==> src/rtl/mips_pkg.sv <==
// Shared MIPS datapath definitions: register indices, widths and word/index types
// used by the register file, ALU and decoder.
package mips_pkg;

   localparam int DATA_W   = 32;
   localparam int ADDR_W   = 5;
   localparam int NUM_REGS = 2 ** ADDR_W;

   typedef logic [DATA_W-1:0] word_t;
   typedef logic [ADDR_W-1:0] reg_idx_t;

   localparam reg_idx_t REG_ZERO = reg_idx_t'(0);
   localparam reg_idx_t REG_GP   = reg_idx_t'(28);
   localparam reg_idx_t REG_SP   = reg_idx_t'(29);

endpackage

==> src/rtl/register_file_if.sv <==
// Register file access bundle: two read ports (rs/rt) and one write-back port.
// The master side belongs to decode/write-back, the slave side to the register file.
interface register_file_if;
   import mips_pkg::*;

   reg_idx_t read_reg1;
   reg_idx_t read_reg2;
   reg_idx_t write_reg;
   word_t    write_data;
   logic     reg_write;
   word_t    read_data1;
   word_t    read_data2;

   modport master (
      output read_reg1,
      output read_reg2,
      output write_reg,
      output write_data,
      output reg_write,
      input  read_data1,
      input  read_data2
   );

   modport slave (
      input  read_reg1,
      input  read_reg2,
      input  write_reg,
      input  write_data,
      input  reg_write,
      output read_data1,
      output read_data2
   );

endinterface

==> src/rtl/regfile_read_port.sv <==
// One combinational read port of the register file.
// Handles index decode, r0 reads-as-zero, the zero force while reset is held and,
// when REGFILE_BYPASS_EN is defined, write-first forwarding of the in-flight write.
module regfile_read_port
   import mips_pkg::*;
(
   input  logic     reset,
   input  reg_idx_t rd_idx,
   input  word_t    regs [1:NUM_REGS-1],
   output word_t    rd_data
`ifdef REGFILE_BYPASS_EN
   ,
   input  logic     wr_fire,
   input  reg_idx_t wr_idx,
   input  word_t    wr_data
`endif
);

   // Select the operand: zero for r0 or during reset, otherwise storage (or the pending write).
   always_comb begin
      rd_data = '0;
      if (!reset && (rd_idx != REG_ZERO)) begin
`ifdef REGFILE_BYPASS_EN
         if (wr_fire && (wr_idx == rd_idx))
            rd_data = wr_data;
         else
            rd_data = regs[rd_idx];
`else
         rd_data = regs[rd_idx];
`endif
      end
   end

endmodule

==> src/rtl/register_file.sv <==
// MIPS general-purpose register file: 32 x 32-bit, two combinational read ports,
// one clocked write port. r0 is not stored and always reads zero.
// Widths come from mips_pkg (DATA_W, ADDR_W).
// Build option: define REGFILE_BYPASS_EN for write-first forwarding on the read
// ports; left undefined, reads return the old contents until the write edge.
module register_file
   import mips_pkg::*;
#(
   parameter word_t GP_INIT = 32'h0000_1800,
   parameter word_t SP_INIT = 32'h0000_3FFC
)(
   input  logic           clk,
   input  logic           reset,
   register_file_if.slave bus
);

   word_t regs [1:NUM_REGS-1];
   logic  wr_fire;

   // A write commits only outside reset and never to r0.
   assign wr_fire = bus.reg_write && !reset && (bus.write_reg != REG_ZERO);

   // Storage update: reset loads the init image and wins over any simultaneous write.
   always_ff @(posedge clk) begin
      if (reset) begin
         for (int i = 1; i < NUM_REGS; i++)
            regs[i] <= '0;
         regs[REG_GP] <= GP_INIT;
         regs[REG_SP] <= SP_INIT;
      end else if (wr_fire) begin
         regs[bus.write_reg] <= bus.write_data;
      end
   end

   regfile_read_port u_port_rs (
      .reset   (reset),
      .rd_idx  (bus.read_reg1),
      .regs    (regs),
      .rd_data (bus.read_data1)
`ifdef REGFILE_BYPASS_EN
      ,
      .wr_fire (wr_fire),
      .wr_idx  (bus.write_reg),
      .wr_data (bus.write_data)
`endif
   );

   regfile_read_port u_port_rt (
      .reset   (reset),
      .rd_idx  (bus.read_reg2),
      .regs    (regs),
      .rd_data (bus.read_data2)
`ifdef REGFILE_BYPASS_EN
      ,
      .wr_fire (wr_fire),
      .wr_idx  (bus.write_reg),
      .wr_data (bus.write_data)
`endif
   );

endmodule

==> src/flat_wrapper.sv <==
// flat-port wrapper written by rule: the top's interface ports become plain ports
module register_file_flat import mips_pkg::*;
#(
   parameter word_t GP_INIT = 32'h0000_1800,
   parameter word_t SP_INIT = 32'h0000_3FFC
)
  (clk, reset, bus_read_reg1, bus_read_reg2, bus_write_reg, bus_write_data, bus_reg_write, bus_read_data1, bus_read_data2);
  register_file_if bus_i ();
  input  logic clk;
  input  logic reset;
  input wire logic [$bits(bus_i.read_reg1)-1:0] bus_read_reg1;
  input wire logic [$bits(bus_i.read_reg2)-1:0] bus_read_reg2;
  input wire logic [$bits(bus_i.write_reg)-1:0] bus_write_reg;
  input wire logic [$bits(bus_i.write_data)-1:0] bus_write_data;
  input wire logic [$bits(bus_i.reg_write)-1:0] bus_reg_write;
  output wire logic [$bits(bus_i.read_data1)-1:0] bus_read_data1;
  output wire logic [$bits(bus_i.read_data2)-1:0] bus_read_data2;
  assign bus_i.read_reg1 = bus_read_reg1;
  assign bus_i.read_reg2 = bus_read_reg2;
  assign bus_i.write_reg = bus_write_reg;
  assign bus_i.write_data = bus_write_data;
  assign bus_i.reg_write = bus_reg_write;
  assign bus_read_data1 = bus_i.read_data1;
  assign bus_read_data2 = bus_i.read_data2;
  register_file #(.GP_INIT(GP_INIT), .SP_INIT(SP_INIT)) u_core (.clk(clk), .reset(reset), .bus(bus_i));
endmodule
==> config.mk <==
export PLATFORM = sky130hd
export DESIGN_NAME = register_file_flat
export DESIGN_NICKNAME = d
export VERILOG_FILES = /design/src/rtl/mips_pkg.sv /design/src/rtl/register_file_if.sv /design/src/rtl/regfile_read_port.sv /design/src/rtl/register_file.sv /design/src/flat_wrapper.sv
export SDC_FILE = /design/constraint.sdc
export NUM_CORES = 2
export LEC_CHECK = 0
export CORE_AREA = 2 2 310 312
export CTS_CLUSTER_DIAMETER = 60
export DETAILED_ROUTE_END_ITERATION = 6
export DIE_AREA = 0 0 312 314
export GPL_TIMING_DRIVEN = 0
export HOLD_SLACK_MARGIN = 0.05
export PLACE_DENSITY = 0.72
export SLEW_MARGIN = 10
export SYNTH_ARGS = -nofsm -noshare
export SYNTH_HDL_FRONTEND = slang
export SYNTH_SLANG_ARGS = --single-unit
==> constraint.sdc <==
create_clock -name clk -period 2 [get_ports clk]
set_input_delay 0.2 -clock clk [delete_from_list [all_inputs] [get_ports clk]]
set_output_delay 0.2 -clock clk [all_outputs]
set_load 0.01 [all_outputs]
==> results.ini <==
[clocking]
cts_tree=yes
root_buffer=clkbuf_16
insertion_delay_ns=0.73
htreeDepth=3
clock-sinks=992
cts_made_buffers=114
cts_buffer_depth=3
hold_buffers=0
clkTransAtPathRegs_ns=0.06

[critical_path]
required_ns=1.80
cp_num_buf_inv=4
start_kind=input port
slowest_stage=a221oi_4
path_cells=clkdlybuf4s15_2, and2_1, clkbuf_8, buf_2, a22oi_1, a221oi_4, a221o_1, buf_2
critPathMaxStageDelay_ns=0.63
critPathTopFamily=buffers and inverters
reg2reg_from=u_core.regs[541]$_SDFFE_PP0P_
crit_type=in -> out
crit_path_end_kind=primary output
reg2reg_slack_ns=1.14
r2r-end=u_core.regs[541]$_SDFFE_PP0P_
crit_fanout=11
r2r.worst_path.cells=4
path_common_cell=buf_2
cp.arrival_ns=2.69

[cells_and_area]
drive_above_1_share_pct=21.9
max_flop_register=u_core.regs
largest_reg_flops=992
syn_to_final_growth_pct=20.8
fin_nets=6751
layout_commonest_cell=nand2_1
reg_top3=u_core.regs: 992 flops
final_cell_mix=2,017 x nand2_1, 1,010 x a21oi_1, 811 x dfxtp_1, 542 x mux2i_1, 309 x clkbuf_1

[place]
globalplace.congestion=1.05
dp_hpwl_um=189000
port_buffers=107
pre_cts_slack_ns=-2.51

[logic_synthesis]
ys_ff_latch=992
ys.flop_type=dfxtp_1
synthArstFlopShare_pct=0
ys_seq_area_share_pct=38.3
syn_avg_cell_area_sq_um=8.09
synth-edff-count=0
synth_cell_types=45
synth_top_area_share_pct=38.3
ys_warn_count=0
syn_inst=6404
syn_nets=6454
syn_area_sq_um=51800
synth_area_leaders=dfxtp_1 38%, nand2_1 15%, mux2i_1 11%
netlist.top_cell.by_area=dfxtp_1

[routing]
vias=54900
via_per_inst=6.81
drt_iter0_markers=9139
drcViolationCount=4
firstDrtPassIters=7
wl_per_cell_um=31.5
postRouteAntennaNets=0
routed_wl_um=254000

[global_routing]
grt_max_degree=16
grt_pass1_vias=50700
grt_use_total_pct=50.1
grt_pass1_wl_um=357000
antenna_found_initial=14
grt-ovfl-total=0

[floorplanning]
rows=113
coreArea_sq_um=94400
ioPinCount=114
die_area_sq_um=98000
die_x_um=312
die_height_um=314
start_util_pct=54.9

[timing]
finalSetupViolCount=98
drv_slew=0
hold_viol_final=0
slew_headroom_pct=21.7
rsz0062_at_grt=yes
period_share_pct=144
finalCriticalPeriod_ns=2.89
timing.final.ws_setup_ns=-0.888
final.setup_skew_ns=0
tightest_slew_ns=1.18
tns_ns=-37.82
fmax_mhz=346

[power]
ir_drop_uv=828
p_leak_nw=22.4
powerDensity_nw_per_um2=760

[worst_hold_path]
hp-class=in -> reg
holdPathEnd=u_core.regs[24]$_SDFFE_PP0P_
hold_depth=3
min_from=bus_write_data[24]

[flow_run]
cap_violations=0

[status]
violations=DRC, setup timing
outcome=finished, violations left

-- where the power goes --
group	switching, W	internal [W]	leakage [nW]	total [W]
logic	0.00406	0.00165	12.4	0.00572
clock network	0.00926	0.0127	1.89	0.0219
registers	0.0000722	0.0198	8.08	0.0199
total	0.0134	0.0342	22.4	0.0476
-- worst min-delay path: cells and delay by family --
| family | cells | cell delay [ns] |
|---|---|---|
| buffers and inverters | 1 | 0.53 |
| AND/OR/NAND/NOR | 1 | 0.11 |
| AO/OA/AOI/OAI | 1 | 0.06 |
-- Yosys cell counts, types with 64 or more instances --
library cell and number:
mux4_2 96, mux2_2 182, a21oi_1 1010, clkbuf_1 416, a22oi_1 192, nand3_1 124
a221oi_1 128, mux2i_1 576, nand2_1 2019, a211oi_1 64, buf_2 184, dfxtp_1 992
-- layer usage --
layer,routed length (um),GRT usage (%),vias to the layer above
li1,-,-,23000
met1,92600,63.6,26300
met2,102000,70.7,4479
met3,35500,16.0,1102
met4,24300,38.2,4
met5,22,0.242,-
-- cells by family (layout without fill, tap and decap cells) --
group,after synthesis,in the layout,share of synthesized area [%]
buffers and inverters,691,1082,5.91
AO/OA/AOI/OAI,1523,1523,17.7
AND/OR/NAND/NOR,2334,2334,18.6
other,0,6,0
multiplexers,864,864,19.5
flip-flops,992,992,38.3
-- cell type report --
type	count	area (sq um)
Antenna cell	6	15.0
Buffer	655	4120
Clock buffer	163	3310
Clock inverter	47	554
Fill cell	8068	31900
Inverter	32	120
Multi-Input combinational cell	4721	31400
Sequential cell	992	20100
Tap cell	1265	1580
Timing Repair Buffer	185	1410
-- per-stage QoR --
step                cells  util [%]  hold WS [ns]  power (W)  cell area, sq um
floorplan            6404         -         0.336     0.0228             51800
global placement     7776      57.7         0.451     0.0250             54500
detailed placement   7778      57.7         0.458     0.0251             54500
CTS                  8036      65.2         0.167     0.0468             61500
global route         8061      66.2         0.215     0.0481             62600
finish               8066      66.3         0.217     0.0476             62600
-- how the worst max path moves through the flow --
stage,startpoint,endpoint,cells after the start
4_1_cts,u_core.regs[715]$_SDFFE_PP0P_,bus_read_data2[11],5
3_5_place_dp,bus_read_reg2[0],bus_read_data2[28],8
2_1_floorplan,bus_read_reg2[1],bus_read_data2[10],6
5_1_grt,bus_read_reg2[0],bus_read_data2[8],8
3_3_place_gp,bus_read_reg1[0],bus_read_data1[14],9
6_report,bus_read_reg2[0],bus_read_data2[16],8
-- timing repair --
action | CTS | global route
cloned | 1 | 0
buffers inserted | 51 | 24
gates resized for setup | 1138 | 255
endpoints found under the hold margin | 0 | 0
pin swaps | 116 | 70
setup endpoints to repair | 988 | 814
Note: power is estimated with default switching activity, not from simulation.
